File: src/rtl/pconv_sched_if.sv
// Handshake and bus bundle between the pointwise pass scheduler and its neighbours:
// layer controller, parameter loader, datapath, feature-map RAM and output RAM.
interface pconv_sched_if #(
    parameter int ADDR_W = 12,
    parameter int GRP_W  = 4
);
    logic              start;
    logic              busy;
    logic              done;
    logic              param_req;
    logic [GRP_W-1:0]  param_grp;
    logic              param_ack;
    logic              fm_rd_en;
    logic [ADDR_W-1:0] fm_rd_addr;
    logic              dp_ce;
    logic              dp_input_vld;
    logic              dp_dout_vld;
    logic              out_wr_en;
    logic [ADDR_W-1:0] out_wr_addr;

    modport master (
        input  start, param_ack, dp_dout_vld,
        output busy, done, param_req, param_grp, fm_rd_en, fm_rd_addr,
               dp_ce, dp_input_vld, out_wr_en, out_wr_addr
    );

    modport slave (
        output start, param_ack, dp_dout_vld,
        input  busy, done, param_req, param_grp, fm_rd_en, fm_rd_addr,
               dp_ce, dp_input_vld, out_wr_en, out_wr_addr
    );
endinterface

File: src/rtl/pconv_sched.sv
// Pass scheduler for the 1x1 convolution datapath: per pass it loads one parameter
// group, streams every input pixel, and collects exactly PIX results into the output RAM.
module pconv_sched #(
    parameter int INPUT_SIZE = 6,
    parameter int OC_TOTAL   = 64,
    parameter int OC_PAR     = 32,
    parameter int ADDR_W     = 12,
    parameter int GRP_W      = 4
) (
    input  logic          clk,
    input  logic          rst,
    pconv_sched_if.master bus
);
    localparam int PIX    = INPUT_SIZE * INPUT_SIZE;
    localparam int PASSES = OC_TOTAL / OC_PAR;
    localparam int CNT_W  = $clog2(PIX + 1);

    localparam logic [CNT_W-1:0]  PIX_C     = CNT_W'(PIX);
    localparam logic [CNT_W-1:0]  PIX_M1    = CNT_W'(PIX - 1);
    localparam logic [CNT_W-1:0]  CNT_ONE   = CNT_W'(1);
    localparam logic [GRP_W-1:0]  LAST_PASS = GRP_W'(PASSES - 1);
    localparam logic [GRP_W-1:0]  GRP_ONE   = GRP_W'(1);
    localparam logic [ADDR_W-1:0] PIX_A     = ADDR_W'(PIX);

    typedef enum logic [2:0] {
        S_IDLE   = 3'd0,
        S_LOAD   = 3'd1,
        S_STREAM = 3'd2,
        S_DRAIN  = 3'd3,
        S_GAP    = 3'd4,
        S_FIN    = 3'd5
    } state_t;

    state_t            state_q,        state_d;
    logic [GRP_W-1:0]  pass_q,         pass_d;
    logic [CNT_W-1:0]  rd_cnt_q,       rd_cnt_d;
    logic [CNT_W-1:0]  res_cnt_q,      res_cnt_d;
    logic              busy_q,         busy_d;
    logic              done_q,         done_d;
    logic              param_req_q,    param_req_d;
    logic [GRP_W-1:0]  param_grp_q,    param_grp_d;
    logic              fm_rd_en_q,     fm_rd_en_d;
    logic [ADDR_W-1:0] fm_rd_addr_q,   fm_rd_addr_d;
    logic              dp_ce_q,        dp_ce_d;
    logic              dp_input_vld_q, dp_input_vld_d;

    logic              wr_en_s;
    logic [CNT_W-1:0]  res_inc_s;

    // Results are accepted only while the datapath is live and the pass quota is not yet met.
    always_comb begin
        wr_en_s   = bus.dp_dout_vld
                    && ((state_q == S_STREAM) || (state_q == S_DRAIN))
                    && (res_cnt_q < PIX_C);
        res_inc_s = wr_en_s ? (res_cnt_q + CNT_ONE) : res_cnt_q;
    end

    // Next-state and next-output logic for the pass sequencer.
    always_comb begin
        state_d        = state_q;
        pass_d         = pass_q;
        rd_cnt_d       = rd_cnt_q;
        res_cnt_d      = res_cnt_q;
        busy_d         = busy_q;
        done_d         = 1'b0;
        param_req_d    = param_req_q;
        param_grp_d    = param_grp_q;
        fm_rd_en_d     = fm_rd_en_q;
        fm_rd_addr_d   = fm_rd_addr_q;
        dp_ce_d        = dp_ce_q;
        dp_input_vld_d = fm_rd_en_q;

        case (state_q)
            S_IDLE: begin
                if (bus.start) begin
                    state_d     = S_LOAD;
                    pass_d      = '0;
                    busy_d      = 1'b1;
                    param_req_d = 1'b1;
                    param_grp_d = '0;
                end else begin
                    dp_ce_d = 1'b0;
                end
            end
            S_LOAD: begin
                if (bus.param_ack) begin
                    state_d      = S_STREAM;
                    param_req_d  = 1'b0;
                    rd_cnt_d     = '0;
                    res_cnt_d    = '0;
                    fm_rd_en_d   = 1'b1;
                    fm_rd_addr_d = '0;
                    dp_ce_d      = 1'b1;
                end else begin
                    dp_ce_d = 1'b0;
                end
            end
            S_STREAM: begin
                rd_cnt_d  = rd_cnt_q + CNT_ONE;
                res_cnt_d = res_inc_s;
                if (rd_cnt_q == PIX_M1) begin
                    state_d      = S_DRAIN;
                    fm_rd_en_d   = 1'b0;
                    fm_rd_addr_d = '0;
                end else begin
                    fm_rd_en_d   = 1'b1;
                    fm_rd_addr_d = ADDR_W'(rd_cnt_q + CNT_ONE);
                end
            end
            S_DRAIN: begin
                res_cnt_d = res_inc_s;
                if (res_inc_s == PIX_C) begin
                    state_d = S_GAP;
                    dp_ce_d = 1'b0;
                end else begin
                    dp_ce_d = 1'b1;
                end
            end
            S_GAP: begin
                if (pass_q == LAST_PASS) begin
                    state_d = S_FIN;
                    done_d  = 1'b1;
                end else begin
                    state_d     = S_LOAD;
                    pass_d      = pass_q + GRP_ONE;
                    param_req_d = 1'b1;
                    param_grp_d = pass_q + GRP_ONE;
                end
            end
            S_FIN: begin
                state_d = S_IDLE;
                busy_d  = 1'b0;
            end
            default: begin
                state_d      = S_IDLE;
                busy_d       = 1'b0;
                param_req_d  = 1'b0;
                fm_rd_en_d   = 1'b0;
                fm_rd_addr_d = '0;
                dp_ce_d      = 1'b0;
            end
        endcase
    end

    // State and output registers with synchronous reset.
    always_ff @(posedge clk) begin
        if (rst) begin
            state_q        <= S_IDLE;
            pass_q         <= '0;
            rd_cnt_q       <= '0;
            res_cnt_q      <= '0;
            busy_q         <= 1'b0;
            done_q         <= 1'b0;
            param_req_q    <= 1'b0;
            param_grp_q    <= '0;
            fm_rd_en_q     <= 1'b0;
            fm_rd_addr_q   <= '0;
            dp_ce_q        <= 1'b0;
            dp_input_vld_q <= 1'b0;
        end else begin
            state_q        <= state_d;
            pass_q         <= pass_d;
            rd_cnt_q       <= rd_cnt_d;
            res_cnt_q      <= res_cnt_d;
            busy_q         <= busy_d;
            done_q         <= done_d;
            param_req_q    <= param_req_d;
            param_grp_q    <= param_grp_d;
            fm_rd_en_q     <= fm_rd_en_d;
            fm_rd_addr_q   <= fm_rd_addr_d;
            dp_ce_q        <= dp_ce_d;
            dp_input_vld_q <= dp_input_vld_d;
        end
    end

    // The write path is deliberately combinational so a result lands in the cycle it appears.
    assign bus.out_wr_en    = wr_en_s;
    assign bus.out_wr_addr  = (ADDR_W'(pass_q) * PIX_A) + ADDR_W'(res_cnt_q);
    assign bus.busy         = busy_q;
    assign bus.done         = done_q;
    assign bus.param_req    = param_req_q;
    assign bus.param_grp    = param_grp_q;
    assign bus.fm_rd_en     = fm_rd_en_q;
    assign bus.fm_rd_addr   = fm_rd_addr_q;
    assign bus.dp_ce        = dp_ce_q;
    assign bus.dp_input_vld = dp_input_vld_q;
endmodule

File: src/flat_wrapper.sv
// flat-port wrapper written by rule: the top's interface ports become plain ports
module pconv_sched_flat 
#(
    parameter int INPUT_SIZE = 6,
    parameter int OC_TOTAL   = 64,
    parameter int OC_PAR     = 32,
    parameter int ADDR_W     = 12,
    parameter int GRP_W      = 4
)
  (clk, rst, bus_start, bus_param_ack, bus_dp_dout_vld, bus_busy, bus_done, bus_param_req, bus_param_grp, bus_fm_rd_en, bus_fm_rd_addr, bus_dp_ce, bus_dp_input_vld, bus_out_wr_en, bus_out_wr_addr);
  pconv_sched_if #(.ADDR_W(ADDR_W), .GRP_W(GRP_W)) bus_i ();
  input  logic clk;
  input  logic rst;
  input wire logic [$bits(bus_i.start)-1:0] bus_start;
  input wire logic [$bits(bus_i.param_ack)-1:0] bus_param_ack;
  input wire logic [$bits(bus_i.dp_dout_vld)-1:0] bus_dp_dout_vld;
  output wire logic [$bits(bus_i.busy)-1:0] bus_busy;
  output wire logic [$bits(bus_i.done)-1:0] bus_done;
  output wire logic [$bits(bus_i.param_req)-1:0] bus_param_req;
  output wire logic [$bits(bus_i.param_grp)-1:0] bus_param_grp;
  output wire logic [$bits(bus_i.fm_rd_en)-1:0] bus_fm_rd_en;
  output wire logic [$bits(bus_i.fm_rd_addr)-1:0] bus_fm_rd_addr;
  output wire logic [$bits(bus_i.dp_ce)-1:0] bus_dp_ce;
  output wire logic [$bits(bus_i.dp_input_vld)-1:0] bus_dp_input_vld;
  output wire logic [$bits(bus_i.out_wr_en)-1:0] bus_out_wr_en;
  output wire logic [$bits(bus_i.out_wr_addr)-1:0] bus_out_wr_addr;
  assign bus_i.start = bus_start;
  assign bus_i.param_ack = bus_param_ack;
  assign bus_i.dp_dout_vld = bus_dp_dout_vld;
  assign bus_busy = bus_i.busy;
  assign bus_done = bus_i.done;
  assign bus_param_req = bus_i.param_req;
  assign bus_param_grp = bus_i.param_grp;
  assign bus_fm_rd_en = bus_i.fm_rd_en;
  assign bus_fm_rd_addr = bus_i.fm_rd_addr;
  assign bus_dp_ce = bus_i.dp_ce;
  assign bus_dp_input_vld = bus_i.dp_input_vld;
  assign bus_out_wr_en = bus_i.out_wr_en;
  assign bus_out_wr_addr = bus_i.out_wr_addr;
  pconv_sched #(.INPUT_SIZE(INPUT_SIZE), .OC_TOTAL(OC_TOTAL), .OC_PAR(OC_PAR), .ADDR_W(ADDR_W), .GRP_W(GRP_W)) u_core (.clk(clk), .rst(rst), .bus(bus_i));
endmodule
File: config.mk
export PLATFORM = sky130hd
export DESIGN_NAME = pconv_sched_flat
export DESIGN_NICKNAME = d
export VERILOG_FILES = /design/src/rtl/pconv_sched_if.sv /design/src/rtl/pconv_sched.sv /design/src/flat_wrapper.sv
export SDC_FILE = /design/constraint.sdc
export NUM_CORES = 1
export LEC_CHECK = 0
export CAP_MARGIN = 20
export CORE_UTILIZATION = 50
export CTS_BUF_LIST = sky130_fd_sc_hd__clkbuf_16
export CTS_CLUSTER_DIAMETER = 80
export DETAILED_ROUTE_END_ITERATION = 7
export GPL_ROUTABILITY_DRIVEN = 1
export GPL_TIMING_DRIVEN = 0
export PLACE_DENSITY = 0.77
export SYNTH_ARGS = -nofsm -noshare
export SYNTH_HDL_FRONTEND = slang
export SYNTH_SLANG_ARGS = --single-unit
export TNS_END_PERCENT = 5
File: constraint.sdc
create_clock -name clk -period 3.15 [get_ports clk]
set_input_delay 0.945 -clock clk [delete_from_list [all_inputs] [get_ports clk]]
set_output_delay 0.945 -clock clk [all_outputs]
set_load 0.1 [all_outputs]
==> results.tsv <==
metric	value	unit
run status	finished clean	
number of remaining DRC errors	0	
Critical Path Source Type	input pin	
Arr. time, crit path	2.13	ns
skew final	0.00657	ns
Core ar.	4000	um^2
I/O pin total	40	
Ys Warns	0	
power per cell area	421	nW/um^2
Root Buffer	clkbuf_16	
Worst-Skew Late Latency	0.28	ns
starting density of the core	0.520	
via count	1903	
final core occ	0.705	
chip height	66.5	um
clock transition at the registers of the reported paths	0.05	ns
Hold Fails Final Rpt	0	
DIE AREA	4430	um^2
Inserted Clock Buffers	5	
Post-synth ARST share	0	
Worst Hold Class	flop to flop	
Leak Pwr	1.07	nW
Yosys top cell area share	0.308	
crit path kind	input pin to output pin	
CTS max path bufs	2	
Fillers	340	
sequential share of the synthesized area	0.308	
share of layout cells above drive strength 1	0.234	
Mapped Area	2080	um^2
fin crit share	0.976	
WL/cell	14.0	um
Nets	307	
first-pass GRT wire length	7700	um
largest net degree at the start of global routing	12	
min cycle time layout	3.07	ns
area of the multi-input gates	1400	um^2
dominant synthesized flop cell	dfxtp_1	
setup slack at placement	-0.863	ns
crit end category	output pin	
worst rel slew slack	0.351	
FF+latch area	651	um^2
Crit Path Max Fanout	5	
Post-Synthesis Cells	242	
GP Congestion	0.828	
Max IR drop VDD	618	uV
DR pass1 iterations	4	
Clock Sinks	32	
area leader, netlist	dfxtp_1	
Critical Path RT	2.20	ns
final setup fails	0	
max-cap violations	0	
GR Overflow Total	0	
initial antenna violation count	0	
Die Width	66.5	um
top post-synthesis cells by area	dfxtp_1, ha_1, nor2_1	
DR iter-0 viols	90	
vias per std cell	5.58	
post-DP HPWL	3380	um
CTS tree	done	
f_max	0.325	GHz
EDFF count, synth	0	
row count	23	
Yosys reg bits	32	
WL final	4780	um
H-tree depth	2	
vias in the first global route	1638	
PnR worst setup slack	0.0754	ns
post-route antenna net violation count	0	
IO buf count	33	
synthesized area per cell	8.60	um^2
Final Slew Violations	0	
GRT Total Usage	0.233	
worst slew pin tran	0.971	ns
commonest non-fill, non-tap cell in the layout	dfxtp_1	
diode count	0	
Netlist cell types	65	
most frequent cells in the layout	dfxtp_1, nor2_1, clkdlybuf4s50_1	
Layout area overhead	35.5	%
path summary, 6_finish.rpt:
path	startpoint	endpoint	slack (ns)	cells after the start
setup / recovery	bus_dp_dout_vld	bus_out_wr_en	0.08	4
hold / removal	u_core.bus.fm_rd_addr[0]	u_core.bus.fm_rd_addr[0]	0.46	2
setup reg to reg	u_core.res_cnt_q[3]	u_core.state_q[1]	1.48	6
hold reg to reg	u_core.bus.fm_rd_addr[0]	u_core.bus.fm_rd_addr[0]	0.46	2
synthesized netlist by cell type, types with 2 or more instances:
| master | n |
|---|---|
| nand4_1 | 4 |
| a31oi_1 | 2 |
| nand3_1 | 4 |
| clkbuf_1 | 6 |
| and2b_1 | 2 |
| xnor2_1 | 11 |
| o21ai_1 | 3 |
| or3_1 | 2 |
| nor2_1 | 27 |
| nor2b_1 | 2 |
| a211oi_1 | 6 |
| dfxtp_1 | 32 |
| nand3b_1 | 4 |
| ha_1 | 11 |
| buf_2 | 6 |
| a22oi_1 | 3 |
| nand2_1 | 12 |
| buf_6 | 2 |
| a21o_1 | 3 |
| nor3b_1 | 2 |
| a32oi_1 | 5 |
| nor4_1 | 2 |
| inv_1 | 9 |
| a21boi_0 | 2 |
| mux2i_1 | 2 |
| o21ai_0 | 6 |
| and2_1 | 3 |
| nand2b_1 | 4 |
| a21oi_1 | 16 |
| nor3b_2 | 2 |
| and4_1 | 2 |
| o21bai_1 | 4 |
| buf_4 | 8 |
| o31ai_1 | 2 |
worst max-delay path: stages:
cell and delay [ns]:
clkdlybuf4s50_1 0.54, and3b_2 0.24, and2_2 0.19, buf_8 0.20
power breakdown:
part / internal, mW / switching [mW]
sequential: 0.414 / 0.00834
combinational: 0.0595 / 0.155
clock: 0.371 / 0.180
total: 0.845 / 0.344
through the flow:
stage / cells / setup TNS [ns] / power [mW] / hold WS, ns / area, um^2
6_report: 341 / 0 / 1.19 / 0.456 / 2820
5_1_grt: 341 / -0.0124 / 1.23 / 0.494 / 2820
4_1_cts: 338 / -0.116 / 1.19 / 0.464 / 2750
3_5_place_dp: 330 / -4.21 / 0.642 / 0.452 / 2570
3_3_place_gp: 330 / -4.05 / 0.640 / 0.448 / 2570
2_1_floorplan: 247 / -2.90 / 0.600 / 0.476 / 2180
layer usage:
layer / GRT usage / wire length [um]
met4: 0.0984 / 65
met2: 0.371 / 2360
met5: 0 / 0
met3: 0.0634 / 185
met1: 0.292 / 2170
logic make-up after synthesis:
group | synth area share
AO/OA/AOI/OAI | 0.246
XOR/XNOR | 0.0505
adder cells (fa/ha/maj) | 0.0757
buffers and inverters | 0.0811
flip-flops | 0.308
multiplexers | 0.00962
other | 0.00180
AND/OR/NAND/NOR | 0.227
layout make-up:
class,count,area share
clock inverters,3,0.0151
repair buffers,36,0.129
inverters,9,0.0120
clock buffers,5,0.0444
multi-input cells,184,0.496
flip-flops and latches,32,0.231
well taps,50,0.0222
plain buffers,22,0.0501
what timing repair did:
action,in CTS,in global routing
gates cloned,0,0
hold endpoints to repair,0,0
pin swaps,0,5
setup buffers,0,3
resized for setup,51,15
setup endpoints to repair,9,5
hold buffers,0,0
registers in the layout (all words and copies together) (netlist names), 3 cells and up:
signal / flops
u_core.res_cnt_q: 6
u_core.bus.param_grp: 4
u_core.bus.fm_rd_addr: 7
u_core.state_q: 3
u_core.rd_cnt_q: 6
No activity file was read; power rests on OpenSTA's default activity.
